<file path="src/rtl/uart_tx_sched.sv">
// UART transmit scheduler: CSR byte/word writes feed a circular byte FIFO
// that an 8N1 serialiser drains at one bit per CmpVal clock cycles.
module uart_tx_sched #(
   parameter int          QueueSize = 256,
   parameter int          DataWidth = 8,
   parameter int          CmpVal    = 173,
   parameter logic [11:0] WordAddr  = 12'h050,
   parameter logic [11:0] ByteAddr  = 12'h051
) (
   input  logic                         clk,
   input  logic                         reset,
   input  logic                         csr_enable,
   input  logic [11:0]                  csr_addr,
   input  logic [31:0]                  csr_data,
   output logic                         csr_ready,
   output logic                         tx,
   output logic                         tx_busy,
   output logic [$clog2(QueueSize):0]   fifo_count,
   output logic                         overflow
);

   localparam int PtrW  = $clog2(QueueSize);
   localparam int CntW  = PtrW + 1;
   localparam int BaudW = $clog2(CmpVal);
   localparam int IdxW  = $clog2(DataWidth);

   typedef enum logic [1:0] {Idle, Start, Data, Stop} txState_t;

   logic [DataWidth-1:0] mem_q [QueueSize];
   logic [PtrW-1:0]      rdPtr_q, wrPtr_q;
   logic [CntW-1:0]      count_q, count_d;
   logic [1:0]           pend_q;
   logic [23:0]          word_q;
   logic                 overflow_q;

   txState_t             state_q;
   logic [BaudW-1:0]     baud_q;
   logic [IdxW-1:0]      idx_q;
   logic [DataWidth-1:0] shift_q;
   logic                 tx_q;

   logic                 byteWr, wordWr, byteOk, wordOk, push, pop, drop, baudLast;
   logic [CntW:0]        reserved;
   logic [DataWidth-1:0] pushData;

   // Word acceptance reserves four slots up front, so pending sequencer bytes
   // count against free space alongside the stored bytes.
   always_comb begin
      byteWr   = csr_enable && csr_ready && (csr_addr == ByteAddr);
      wordWr   = csr_enable && csr_ready && (csr_addr == WordAddr);
      reserved = {1'b0, count_q} + {{(CntW-1){1'b0}}, pend_q};
      byteOk   = count_q < CntW'(QueueSize);
      wordOk   = reserved <= (CntW+1)'(QueueSize - 4);
      push     = (byteWr && byteOk) || (wordWr && wordOk) || (pend_q != 2'd0);
      drop     = (byteWr && !byteOk) || (wordWr && !wordOk);
      pushData = (pend_q != 2'd0) ? DataWidth'(word_q[7:0]) : DataWidth'(csr_data[7:0]);
      pop      = (state_q == Idle) && (count_q != '0);
      count_d  = count_q + CntW'(push) - CntW'(pop);
      baudLast = baud_q == BaudW'(CmpVal - 1);
   end

   always_ff @(posedge clk) begin
      if (push) mem_q[wrPtr_q] <= pushData;
   end

   // Push side: pointers, occupancy, overflow pulse and the word-splitting sequencer.
   always_ff @(posedge clk) begin
      if (reset) begin
         rdPtr_q    <= '0;
         wrPtr_q    <= '0;
         count_q    <= '0;
         pend_q     <= 2'd0;
         word_q     <= '0;
         overflow_q <= 1'b0;
      end else begin
         if (push) wrPtr_q <= wrPtr_q + 1'b1;
         if (pop)  rdPtr_q <= rdPtr_q + 1'b1;
         count_q    <= count_d;
         overflow_q <= drop;
         if (wordWr && wordOk) begin
            pend_q <= 2'd3;
            word_q <= csr_data[31:8];
         end else if (pend_q != 2'd0) begin
            pend_q <= pend_q - 2'd1;
            word_q <= word_q >> 8;
         end
      end
   end

   // Serialiser: tx is registered alongside the state, the shift register
   // moves right so the next data bit is always at bit 1.
   always_ff @(posedge clk) begin
      if (reset) begin
         state_q <= Idle;
         baud_q  <= '0;
         idx_q   <= '0;
         shift_q <= '0;
         tx_q    <= 1'b1;
      end else begin
         case (state_q)
            Idle: begin
               tx_q   <= 1'b1;
               baud_q <= '0;
               if (count_q != '0) begin
                  shift_q <= mem_q[rdPtr_q];
                  state_q <= Start;
                  tx_q    <= 1'b0;
               end
            end
            Start: begin
               if (baudLast) begin
                  baud_q  <= '0;
                  idx_q   <= '0;
                  state_q <= Data;
                  tx_q    <= shift_q[0];
               end else begin
                  baud_q <= baud_q + 1'b1;
               end
            end
            Data: begin
               if (baudLast) begin
                  baud_q <= '0;
                  if (idx_q == IdxW'(DataWidth - 1)) begin
                     state_q <= Stop;
                     tx_q    <= 1'b1;
                  end else begin
                     idx_q   <= idx_q + 1'b1;
                     shift_q <= shift_q >> 1;
                     tx_q    <= shift_q[1];
                  end
               end else begin
                  baud_q <= baud_q + 1'b1;
               end
            end
            Stop: begin
               if (baudLast) begin
                  baud_q  <= '0;
                  state_q <= Idle;
               end else begin
                  baud_q <= baud_q + 1'b1;
               end
            end
            default: state_q <= Idle;
         endcase
      end
   end

   assign csr_ready  = (pend_q == 2'd0);
   assign tx         = tx_q;
   assign tx_busy    = (state_q != Idle);
   assign fifo_count = count_q;
   assign overflow   = overflow_q;

endmodule

</file>
<file path="config.mk">
export PLATFORM = sky130hd
export DESIGN_NAME = uart_tx_sched
export DESIGN_NICKNAME = d
export VERILOG_FILES = /design/src/rtl/uart_tx_sched.sv
export SDC_FILE = /design/constraint.sdc
export NUM_CORES = 2
export LEC_CHECK = 0
export ABC_AREA = 1
export BUFFER_PORTS_ARGS = -buffer_cell sky130_fd_sc_hd__buf_2
export CELL_PAD_IN_SITES_DETAIL_PLACEMENT = 0
export CELL_PAD_IN_SITES_GLOBAL_PLACEMENT = 1
export CORE_MARGIN = 2
export CORE_UTILIZATION = 45
export CTS_CLUSTER_DIAMETER = 60
export DETAILED_ROUTE_END_ITERATION = 7
export GPL_TIMING_DRIVEN = 0
export HOLD_SLACK_MARGIN = 0.08
export MAX_ROUTING_LAYER = met4
export PLACE_DENSITY = 0.73
export SLEW_MARGIN = 20
export SYNTH_ARGS = -nofsm -noshare
export SYNTH_HDL_FRONTEND = slang
export SYNTH_SLANG_ARGS = --single-unit
</file>
<file path="constraint.sdc">
create_clock -name clk -period 5.72 [get_ports clk]
set_input_delay 0.286 -clock clk [delete_from_list [all_inputs] [get_ports clk]]
set_output_delay 0.286 -clock clk [all_outputs]
set_load 0.01 [all_outputs]
</file>
# Yosys cells after proc, flatten, opt, wreduce, memory -nomap -nowiden
# Memory sizes are Yosys's and may differ from the RTL's. A register that Yosys moved wholly into a read port is not among the register bits.
# Index checks and enable logic that the tools add are counted.
dict set report totals {
  register_bits 74
  wordCells 92
  n_memories 1
  inputBits 47
  mem_bits_rw 2048
}
dict set report op_classes {
  eq_ne 13
  order_cmp 2
  n_addsub 8
  n_reduce_logical 27
  muxes 30
}
# memory words width rd rd_ports_with_merged_regs write_ports line_no
set memory_table {}
lappend memory_table {mem_q 256 8 1 1 1 29} ;# logic [DataWidth-1:0] mem_q [QueueSize];
# operator n
set op_table {}
lappend op_table {{$mux W8} 7}
lappend op_table {{$mux W24} 2}
lappend op_table {{$pmux W8 S2} 2}
lappend op_table {{$add A8 B1 Y8 const B} 3}
lappend op_table {{$eq A12 B7 Y1 const B} 2}
lappend op_table {{$mux W2} 7}
lappend op_table {{$add A9 B2 Y10} 1}
lappend op_table {{$le A10 B8 Y1 const B} 1}
lappend op_table {{$ne A2 B2 Y1 const B} 5}
lappend op_table {{$reduce_bool A2 Y1} 5}
lappend op_table {{$add A9 B1 Y9} 1}
lappend op_table {{$lt A9 B9 Y1 const B} 1}
lappend op_table {{$mux W3} 3}
lappend op_table {{$reduce_bool A9 Y1} 1}
lappend op_table {{$sub A9 B1 Y9} 1}
lappend op_table {{$eq A8 B8 Y1 const B} 1}
lappend op_table {{$logic_and A1 B1 Y1} 8}
lappend op_table {{$pmux W2 S4} 1}
lappend op_table {{$reduce_and A4 Y1} 2}
lappend op_table {{$mux W1} 6}
lappend op_table {{$pmux W3 S2} 1}
lappend op_table {{$reduce_and A5 Y1} 1}
lappend op_table {{$eq A2 B2 Y1 const B} 2}
lappend op_table {{$logic_not A2 Y1} 2}
lappend op_table {{11 further kinds} 14}

# Depth between registers and ports, before layout
dict set report depth {
  word_depth 8
  mapped_depth 28
  mapped_depth_nobuf 27
}

# Least setup slack after synthesis
# Ideal clock, no wire load.
dict set report synth_timing {
  kind {reg2reg}
  from {reg pend_q[1]}
  to {mem mem_q[0][0], data pin}
  stages_incl_launch_ff 8
  arrival_ps 4458
  synth_period_minus_slack_ps 5280
  n_path_buf 2
  slack_ps 440
  path_cell_list {dfxtp_1 > inv_1 > ha_1 > buf_2 > inv_1 > clkbuf_1 > nand2_1 > nand2_1}
}
dict set report synth_between {
  elab_chain_cells 2
}
# item line_no
set synth_rtl {}
lappend synth_rtl {{start, declared} 32} ;# logic [1:0] pend_q;
lappend synth_rtl {{start signal, assigned} 84} ;# pend_q <= pend_q - 2'd1;
lappend synth_rtl {{$reduce_bool A2 Y1} 56} ;# pushData = (pend_q != 2'd0) ? DataWidth'(word_q[7:0]) : DataWidth'(csr_data[7:0]);
lappend synth_rtl {{$mux W8} 56}
lappend synth_rtl {{via pushData[0]} 44} ;# logic [DataWidth-1:0] pushData;
lappend synth_rtl {{end, declared} 29}
# The timed path passes the listed nets, and every way through them passes these cells.

# Worst setup path in the final report
dict set report layout_timing {
  from {reg count_q[0] (netlist: fifo_count[0])}
  to {mem mem_q[31][0], enable pin}
}
dict set report layout_between {
  elab_chain_cells 7
}
# item line_no
set layout_rtl {}
lappend layout_rtl {{start, declared} 31} ;# logic [CntW-1:0] count_q, count_d;
lappend layout_rtl {{start signal, assigned} 78} ;# count_q <= count_d;
lappend layout_rtl {{$add A9 B2 Y10} 51} ;# reserved = {1'b0, count_q} + {{(CntW-1){1'b0}}, pend_q};
lappend layout_rtl {{$le A10 B8 Y1} 53} ;# wordOk = reserved <= (CntW+1)'(QueueSize - 4);
lappend layout_rtl {{$logic_and A1 B1 Y1} 54} ;# push = (byteWr && byteOk) || (wordWr && wordOk) || (pend_q != 2'd0);
lappend layout_rtl {{$logic_or A1 B1 Y1 * (2 in series)} 54}
lappend layout_rtl {{$mux W1 *} 63} ;# if (push) mem_q[wrPtr_q] <= pushData;
lappend layout_rtl {{$mux W1 (implied by the code) *} 63}
# Every way passes the cells marked *; elsewhere a longest branch is shown, timed or not.

==> results.toml <==
[synth]
yosysTopAreaCellShare = 0.698
avgSynthCellArea_um2 = 11.5
synth_cells = 7636
ys_types = 46
syn-num-nets = 7719
synth_top_cell_by_area = "edfxtp_1"
seq_area_frac_synth = 0.717
synthFlopType = "edfxtp_1"
synthTopCellsByArea = "edfxtp_1, nand3_1, nand2_1"
synthArstFlopShare = 0
synth_edf_count = 2048
syn_area_mm2 = 0.0881
ys_ff_latch = 2130
yosysWarnings = 0

[timing]
setup_viol = 0
fin_crit_sh = 0.843
worstMarginPinSlew_ns = 1.29
final.min_clock_period_ns = 4.82
skew_ns = 0.0450
hold_viol_final = 0
maxSlewHeadroom = 0.137
maxSlewViolCount = 0
fin_ws_ns = 0.895
rsz0062_at_grt = "false"
max_freq_mhz = 207

[power]
p_comb_frac = 0.338
netSwitchingFraction = 0.390
p_sw_mw = 19.5
power.density_mw_per_mm2 = 498
ir_worst_vdd_v = 0.000346
p_total_mw = 50.1
p_int_mw = 30.6
p_clk_frac = 0.291
p_leak_nw = 36.8
p_seq_frac = 0.371

[worst_setup_path]
critPathMaxFanout = 10
critPathCaptureType = "flop"
worstSetupPathType = "reg2reg"
crit_arrival_ns = 5.33
cp.required_ns = 6.23
cp-start-kind = "flop"

[clock_tree]
cts_buffers = 221
h-tree-depth = 4
cts_tree = "built"
clock-sinks = 2130
clk_latency_ns = 0.89
cts_root_buf = "clkbuf_16"
ctsLongestPathBuffers = 3
clk_pin_slew_ns = 0.06

[final_layout]
fin_area_mm2 = 0.101
seq_area_mm2 = 0.0631
postLayoutCoreUtil = 0.516
final_cell_mix = "nand2_1, edfxtp_1, nand3_1"
area_growth_pct = 14.1
nFillCells = 17100
drive_above_1_share = 0.107
multi_input_area_mm2 = 0.0214
layout.nets = 8079
layout_commonest_cell = "nand2_1"

[detailed_routing]
routed_wl_mm = 354
ant_nets = 0
drc = 0
wl_per_cell_um = 32.7
drt_iter0_drc = 10600
first_pass_iters = 6
via_per_inst = 5.98
vias = 64700

[status]
outcome = "completed"

[global_routing]
grt_overflow_total = 0
antenna_found_initial = 24
grt.total_usage = 0.362
grt_pass1_vias = 59700
grt_pass1_wl_mm = 478
grt_max_degree = 79

[flow_run]
maxCapViolCount = 0

[die]
die_area_mm2 = 0.199
core-area_mm2 = 0.195
fp.dieH_um = 447
rows = 162
start_util = 0.452
die_width_um = 447
ios = 60

[placed_design]
gp_congestion = 1.02
dpl-instance-area_mm2 = 0.0929
dpl_worst_slack_ns = 1.02
portBuffers = 58
dp_hpwl_mm = 247

[hold_path]
min_path_type = "in2reg"
path summary, 6_finish.rpt:
| path | start | to | slack [ns] | cells after the start |
|---|---|---|---|---|
| setup / recovery | fifo_count[0] | mem_q[31][0] | 0.90 | 13 |
| setup reg to reg | fifo_count[0] | mem_q[31][0] | 0.90 | 13 |
| hold / removal | csr_data[5] | mem_q[178][5] | 0.19 | 3 |
| hold reg to reg | idx_q[2] | idx_q[2] | 0.46 | 2 |
timing repair:
item,in CTS,in global routing
setup endpoints to repair,0,0
hold buffers,33,0
gates resized for setup,0,0
hold endpoints to repair,128,0
buffers inserted,0,0
cells by family (layout without fill, tap and decap cells):
group                      Yosys count  count (layout)  synth area share
buffers and inverters              755            1310            0.0421
DFF                               2130            2130             0.717
AOI/OAI and AO/OA                  234             234            0.0148
muxes                                9               9           0.00102
adders and majority gates           36              36           0.00528
and+or+nand+nor                   4460            4460             0.219
xor gates and xnor gates            12              12           0.00119
other                                0              15                 0
routing by layer:
metal / GRT usage / part of all wire / vias up
met5: - / 0 / -
met4: 0.199 / 0.065 / 0
met3: 0.0991 / 0.12 / 850
met2: 0.519 / 0.43 / 4329
met1: 0.468 / 0.38 / 31900
li1: - / - / 27600
metrics by stage:
| step | hold slack (ns) | TNS [ns] | cells |
|---|---|---|---|
| finish | 0.194 | 0 | 10800 |
| global route | 0.200 | 0 | 10800 |
| CTS | 0.145 | 0 | 10800 |
| detailed placement | 0.455 | 0 | 10400 |
| global placement | 0.444 | -8608.36 | 10300 |
| floorplan | 0.430 | 0 | 7636 |
power by group through the flow:
stage / sequential (mW) / combinational, mW / clock [mW]
after floorplan: 19.4 / 8.43 / 0
after global placement: 20.0 / 15.6 / 0
after detailed placement: 18.9 / 16.3 / 0
after CTS: 18.6 / 16.3 / 14.6
after global routing: 18.6 / 17.5 / 15.2
final: 18.6 / 16.9 / 14.6
Yosys cell counts, types with 6 or more instances:
master and n:
buf_2 227, xor2_1 11, o22ai_1 44, o21ai_1 18
inv_1 255, a21oi_1 53, nand3_1 1918, nand2_2 10
buf_4 63, nor2_1 277, dfxtp_1 82, edfxtp_1 2048
inv_2 10, a211oi_1 13, clkbuf_1 94, ha_1 34
nand2_1 2207, a22oi_1 7, buf_6 43, mux2i_1 9
nor4_1 6, buf_1 53, clkinv_1 6, nor3_1 21
o21ai_0 91
sequential cells by signal (all words and copies together), names as in the netlist, 3 cells and up, named ones only:
signal	flops
mem_q	2048
word_q	24
fifo_count	9
baud_q	8
rdPtr_q	8
shift_q	8
wrPtr_q	8
idx_q	3
critical path, stage by stage (launching register included):
cell       delay, ns
dfxtp_1         0.37
ha_1            0.25
fa_1            0.44
or2_2           0.30
o2111ai_1       0.10
nor3_1          0.07
nand3_1         0.09
nand2_1         0.09
inv_2           0.07
nand2_2         0.05
nand3_4         0.18
buf_6           0.19
nand4_1         0.93
nor2_1          1.30
final cells by class:
type	instances	share of cell area
inverter	272	0.0102
tap	2624	0.0327
timing repair buffer	137	0.0162
antenna	15	0.000373
clock inverter	148	0.0146
clock buffer	270	0.0577
sequential	2130	0.628
multi-input combinational	4751	0.213
buffer	483	0.0272
Note: power is estimated with default switching activity, not from simulation.
